**config.mk**
```make
export PLATFORM = sky130hd
export DESIGN_NAME = regfile_wb
export DESIGN_NICKNAME = d
export VERILOG_FILES = /design/src/rtl/regfile_wb.sv
export SDC_FILE = /design/constraint.sdc
export NUM_CORES = 2
export LEC_CHECK = 0
export ABC_AREA = 1
export CAP_MARGIN = 20
export CELL_PAD_IN_SITES_DETAIL_PLACEMENT = 0
export CELL_PAD_IN_SITES_GLOBAL_PLACEMENT = 2
export CORE_MARGIN = 2
export CORE_UTILIZATION = 39
export DETAILED_ROUTE_END_ITERATION = 10
export HOLD_SLACK_MARGIN = 0.03
export PLACE_DENSITY = 0.86
export SLEW_MARGIN = 20
export SYNTH_ARGS = -nofsm -noshare
export SYNTH_HDL_FRONTEND = slang
export SYNTH_SLANG_ARGS = --single-unit
export TNS_END_PERCENT = 30
```
**constraint.sdc**
```tcl
create_clock -name clk -period 4.8 [get_ports clk]
set_clock_uncertainty 0.2 [all_clocks]
set_input_delay 0.96 -clock clk [delete_from_list [all_inputs] [get_ports clk]]
set_output_delay 0.96 -clock clk [all_outputs]
set_load 0.02 [all_outputs]
```
**src/rtl/regfile_wb.sv**
```systemverilog
`default_nettype none
// ============================================================================
//  Module      : regfile_wb
//  Description : Register file fed by the write-back stage, with two
//                combinational read ports (write-back bypass) and a
//                pending-write scoreboard that stalls decode on RAW/WAW
//                hazards the bypass cannot resolve.
//  Revision    : 1.0  initial release
// ============================================================================
module regfile_wb #(
   parameter int DW = 32,
   parameter int AW = 5
) (
   input  logic              clk,
   input  logic              rst_n,
   // write-back port
   input  logic              we3,
   input  logic [AW-1:0]     a3,
   input  logic [DW-1:0]     wd3,
   // decode read ports
   input  logic [AW-1:0]     a1,
   input  logic [AW-1:0]     a2,
   output logic [DW-1:0]     rd1,
   output logic [DW-1:0]     rd2,
   // decode issue interface
   input  logic              src1_used,
   input  logic              src2_used,
   input  logic              issue_valid,
   input  logic              issue_we,
   input  logic [AW-1:0]     issue_dst,
   output logic              stall,
   output logic [2**AW-1:0]  busy_vec
);

   localparam int NREG = 2**AW;

   // architectural storage and pending-write bits
   logic [DW-1:0]    r_regs [NREG];
   logic [NREG-1:0]  r_busy;

   // bypass hits and hazard terms
   logic             w_hit1;
   logic             w_hit2;
   logic             w_hit_dst;
   logic             w_raw1;
   logic             w_raw2;
   logic             w_waw;
   logic             w_accept;

   // Write-back into storage; reset clears every register.
   always_ff @(posedge clk or negedge rst_n) begin
      if (!rst_n) begin
         for (int i = 0; i < NREG; i++) begin
            r_regs[i] <= '0;
         end
      end else if (we3) begin
         r_regs[a3] <= wd3;
      end
   end

   // Bypass comparisons and read muxes: a write in flight is seen the same cycle.
   always_comb begin
      w_hit1    = we3 && (a3 == a1);
      w_hit2    = we3 && (a3 == a2);
      w_hit_dst = we3 && (a3 == issue_dst);
      rd1       = w_hit1 ? wd3 : r_regs[a1];
      rd2       = w_hit2 ? wd3 : r_regs[a2];
   end

   // Hazard detection; a hazard covered by this cycle's write-back is masked.
   always_comb begin
      w_raw1   = src1_used && r_busy[a1] && !w_hit1;
      w_raw2   = src2_used && r_busy[a2] && !w_hit2;
      w_waw    = issue_we && r_busy[issue_dst] && !w_hit_dst;
      stall    = issue_valid && (w_raw1 || w_raw2 || w_waw);
      w_accept = issue_valid && !stall;
   end

   // One scoreboard bit per register. A same-edge set from a newly accepted
   // instruction beats the clear from write-back: the issuer is younger and
   // its write is still outstanding.
   generate
      for (genvar g = 0; g < NREG; g++) begin : g_busy
         logic w_set;
         logic w_clr;

         // set/clear qualifiers for this register
         always_comb begin
            w_set = w_accept && issue_we && (issue_dst == AW'(g));
            w_clr = we3 && (a3 == AW'(g));
         end

         // pending-write flag, set wins over clear
         always_ff @(posedge clk or negedge rst_n) begin
            if (!rst_n) begin
               r_busy[g] <= 1'b0;
            end else if (w_set) begin
               r_busy[g] <= 1'b1;
            end else if (w_clr) begin
               r_busy[g] <= 1'b0;
            end
         end
      end
   endgenerate

   assign busy_vec = r_busy;

endmodule
`default_nettype wire

```
# Word level (Yosys, flattened, before mapping)
# Index checks and enable logic that the tools add are counted.
# W data, S select, Z words.
[word_totals] mem_count=0 output_inout_bits=97 input_bits=59 regBits=1056 latchBits=0 mem_bits_rw=0 romBits=0
[classes] shifts=0 eq_ne=65 order_cmp=7 muxes=81 n_bitwise=3 reduce_logical=117 add_sub_neg=0 div=0 multipliers=0
[ops] op="$bwmux W1024" count=1
[ops] op="$bmux W32 S5" count=2
[ops] op="$mux W32" count=7
[ops] op="$demux W32 S5" count=1
[ops] op="$eq A5 B5 Y1 const B" count=32
[ops] op="$eq A5 B4 Y1 const B" count=16
[ops] op="$logic_and A1 B1 Y1" count=77
[ops] op="$mux W1" count=67
[ops] op="$reduce_bool A2 Y1" count=32
[ops] op="$eq A5 B3 Y1 const B" count=8
[ops] op="$eq A5 B2 Y1 const B" count=4
[ops] op="$ge A6 B6 Y1 const B" count=3
[ops] op="$lt A5 B6 Y1 const B" count=3
[ops] op="$not A5 Y6" count=3
[ops] op="$bmux W1 S5" count=3
[ops] op="$eq A5 B5 Y1" count=3
[ops] op="$eq A5 B1 Y1 const B" count=2
[ops] op="$logic_not A5 Y1" count=2
[ops] op="$lt A6 B1 Y1 const B" count=1
[ops] op="$logic_not A1 Y1" count=4
[ops] op="$logic_or A1 B1 Y1" count=2

# Depth between registers and ports, before layout
[logic_depth] ltp_word=12 depth_mapped=16 depth_no_buf=14

# Worst setup path after synthesis
# OpenSTA, ideal clock, no wires.
[synth_timing] path_kind="input -> output" from="input port a1[1]" to="output port rd1[24]" path_stages=13 arrival_time_ns=2.382 setup_slack_ns=1.258 required_ns=3.640 path_cell_list="buf_4 inv_6 buf_6 buf_6 clkbuf_1 o21ai_0 o22ai_1 nand2_1 nand2_1 nand2_1 o211ai_1 nand3_1 o21ai_0"
[synth_via] elab_chain_cells=5 word_cells_on_any_way=7 classes_between="eq/ne: 1; mux: 4; bitwise: 1; reduce/logical: 1"
[synth_rtl] item="from (decl)" line_no="21" source="input logic [AW-1:0] a1,"
[synth_rtl] item="$not A5 Y6 (not written as such)" line_no="66" source="rd1 = w_hit1 ? wd3 : r_regs[a1];"
[synth_rtl] item="$bmux W32 S5" line_no="66"
[synth_rtl] item="$mux W32 (not written as such) (2 in series)" line_no="66"
[synth_rtl] item="$mux W32 (*)" line_no="66"
[synth_rtl] item="to (decl)" line_no="23" source="output logic [DW-1:0] rd1,"
# Every way passes the cells marked *; elsewhere a longest branch is shown, timed or not. The select of a mux whose other input is x is not followed.

# Final worst setup path
[layout_timing] from="input port a3[3]" to="output port rd1[4]"
[layout_via] elab_chain_cells=3
[layout_rtl] item="from (decl)" line_no="18" source="input logic [AW-1:0] a3,"
[layout_rtl] item="$eq A5 B5 Y1" line_no="63" source="w_hit1 = we3 && (a3 == a1);"
[layout_rtl] item="$logic_and A1 B1 Y1" line_no="63"
[layout_rtl] item="$mux W32" line_no="66"
# Every way passes these cells.

==> run metrics <==
Max Freq=0.210 GHz; placed cells=9641; Starting Density=39.2%; Post-CTS Hold Fix Bufs=0; IO buf count=155; DP Wirelength=154 mm; synth unique cells=30; drt total wl=261 mm; Nets=7892; hold crit path type=in -> async; global-route wire length before repair=385 mm; first drt pass iteration count=6; Die Y=389 um; Max Buffers Root-to-Sink=3; via count=59500; Worst-Margin Slew=1.19 ns; Ys Warns=0; Async S/R FF share, synth=100%; I/O pin count=156; clk sinks=1056; most common cell after layout, fill and taps aside=o21ai_0; Tot Pwr=0.0271 W; WP buf/inv=5; worst-path fanout max=23; CP Cell Sequence=clkdlybuf4s50_1, inv_1, nand2_1, a21oi_1, nand3_4, buf_12, o21ai_0, buf_4, clkdlybuf4s50_1; Post-synth EDFFs=0; Total GRT Usage=33.7%; clk slew on worst S/H paths=0.06 ns; fraction of layout instances using a drive strength above 1=8.41%; most frequent cells in the layout=o21ai_0 (2261), nand2_1 (1610), nor2_1 (1212), dfrtp_1 (1056), o22ai_1 (520); Slowest cell on crit path=clkdlybuf4s50_1; Synth area leader=dfrtp_1; Finished Core Util=45.2%; pin count of the biggest net entering global routing=112; H-tree depth=3; type of the worst setup path=in -> out; Die Wd=389 um; Synth top area share=45.6%; syn nets=8073; Post-Synthesis Cells=8014; CTS tree=yes; Routed wire per std cell=26.5 um; Layout Cells excl Fill=9866; Mapped Area=58000 um2; Startpoint Class=input port; part of the Yosys area used for sequential elements=45.6%; Mapped Avg Cell Area=7.23 um2; Hold Vio Cnt, Final=0; Tcrit/Tclk final=99.1%; vias in the first global route=56000; antenna viol nets, final=0; power per standard cell area=406 nW/um2; CTS Root Cell=clkbuf_16; worst endpoint required time=3.64 ns; Critical Path Max Stage Delay=0.59 ns; number of max-cap violations=0; initial antenna violation count=7; CTS buffer count=120; Row Count=141; GPL Wtd Cong=0.892; top cells by area, synth=dfrtp_1 (46%), o21ai_0 (20%), nand2_1 (11%); Main synth FF type=dfrtp_1; Worst Setup End Kind=output pin; Worst EP arrival=3.60 ns; Die ar.=152000 um2; worst vdd ir=0.327 mV; synthesis-stage register bit count=1056; RSZ-0062 raised after global routing=yes; Most common cell on crit path=clkdlybuf4s50_1; cell leakage power=29.8 nW; cell family with most CP delay=buffers and inverters; core area=148000 um2; area growth from synthesis to layout=15.2%; drt via density=6.03; Final setup violation count=0; status=complete, no violations; 1st-iter DRT viols=7565; Slew Limit Fails=0; min Tclk post-route=4.76 ns; Slew HR=20.6%; Residual DRC=0; Clk Latency, worst-skew pair=0.76 ns; grt ovf=0
## synth_stat cells, types with 3 or more instances
cell type	n
buf_6	15
o211ai_1	15
o22ai_1	520
inv_2	5
nor3_1	12
buf_1	44
nand3_2	32
clkbuf_1	548
dfrtp_1	1056
buf_12	3
nor2_2	6
nand3_1	115
a21oi_1	132
buf_4	27
nor2_1	1213
inv_1	84
o21ai_1	115
buf_2	160
o21ai_0	2261
nand2_1	1638
## where the power goes
| group | leakage [nW] | switching (W) | internal (W) |
|---|---|---|---|
| combinational | 14.1 | 0.00335 | 0.00207 |
| sequential | 13.7 | 0.00137 | 0.0106 |
| clock | 2.05 | 0.00406 | 0.00571 |
| total | 29.8 | 0.00878 | 0.0183 |
## registers in the layout, indices dropped and copies added, names as in the netlist
register / flops
busy_vec: 32
r_regs: 1024
## worst paths after layout
path / from / endpoint / slack (ns) / cells past startpoint
hold reg to reg: r_regs[473]$_DFFE_PN0P_ / r_regs[473]$_DFFE_PN0P_ / 0.30 / 2
setup / recovery: a3[3] / rd1[4] / 0.04 / 9
setup reg to reg: busy_vec[0]$_DFFE_PN0P_ / busy_vec[29]$_DFFE_PN0P_ / 2.30 / 10
hold / removal: rst_n / r_regs[776]$_DFFE_PN0P_ / 0.07 / 1
max in group asynchronous: rst_n / r_regs[60]$_DFFE_PN0P_ / 3.09 / 2
min in group clk: r_regs[473]$_DFFE_PN0P_ / r_regs[473]$_DFFE_PN0P_ / 0.30 / 2
## routing by layer
layer | vias up | part of all wire [%] | global-route usage, %
li1 | 26800 | - | -
met1 | 28900 | 41 | 45.7
met2 | 3250 | 45 | 52.7
met3 | 583 | 9.2 | 6.12
met4 | 6 | 4.8 | 14.7
met5 | - | 0.013 | 0
## final cells by class
| class | instances | area [um2] |
|---|---|---|
| Tap cell | 1930 | 2410 |
| Antenna cell | 3 | 7.51 |
| Sequential cell | 1056 | 26400 |
| Multi-Input combinational cell | 6066 | 28000 |
| Fill cell | 14900 | 80900 |
| Inverter | 92 | 404 |
| Timing Repair Buffer | 497 | 5400 |
| Clock buffer | 176 | 3570 |
| Clock inverter | 46 | 571 |
## kinds of logic after synthesis
logic type / Yosys count / synth area share, %
AOI/OAI and AO/OA: 3043 / 27.5
DFF: 1056 / 45.6
and+or+nand+nor: 3023 / 20.3
buffers and inverters: 892 / 6.63
## through the flow
step	setup TNS (ns)	setup slack, ns	hold WS [ns]	cell area [um2]
final	0	0.0418	0.0720	66800
after detailed placement	0	0.0441	0.285	62600
after floorplan	0	1.26	0.264	58000
after global routing	-0.00875	-0.00875	0.0823	66800
after CTS	0	0.0469	0.0395	66700
after global placement	0	0.0927	0.277	62600
## what timing repair did
action,CTS,global route
setup endpoints to repair,0,11
buffers inserted,0,0
resized for setup,0,8
Note: power is estimated with default switching activity, not from simulation.
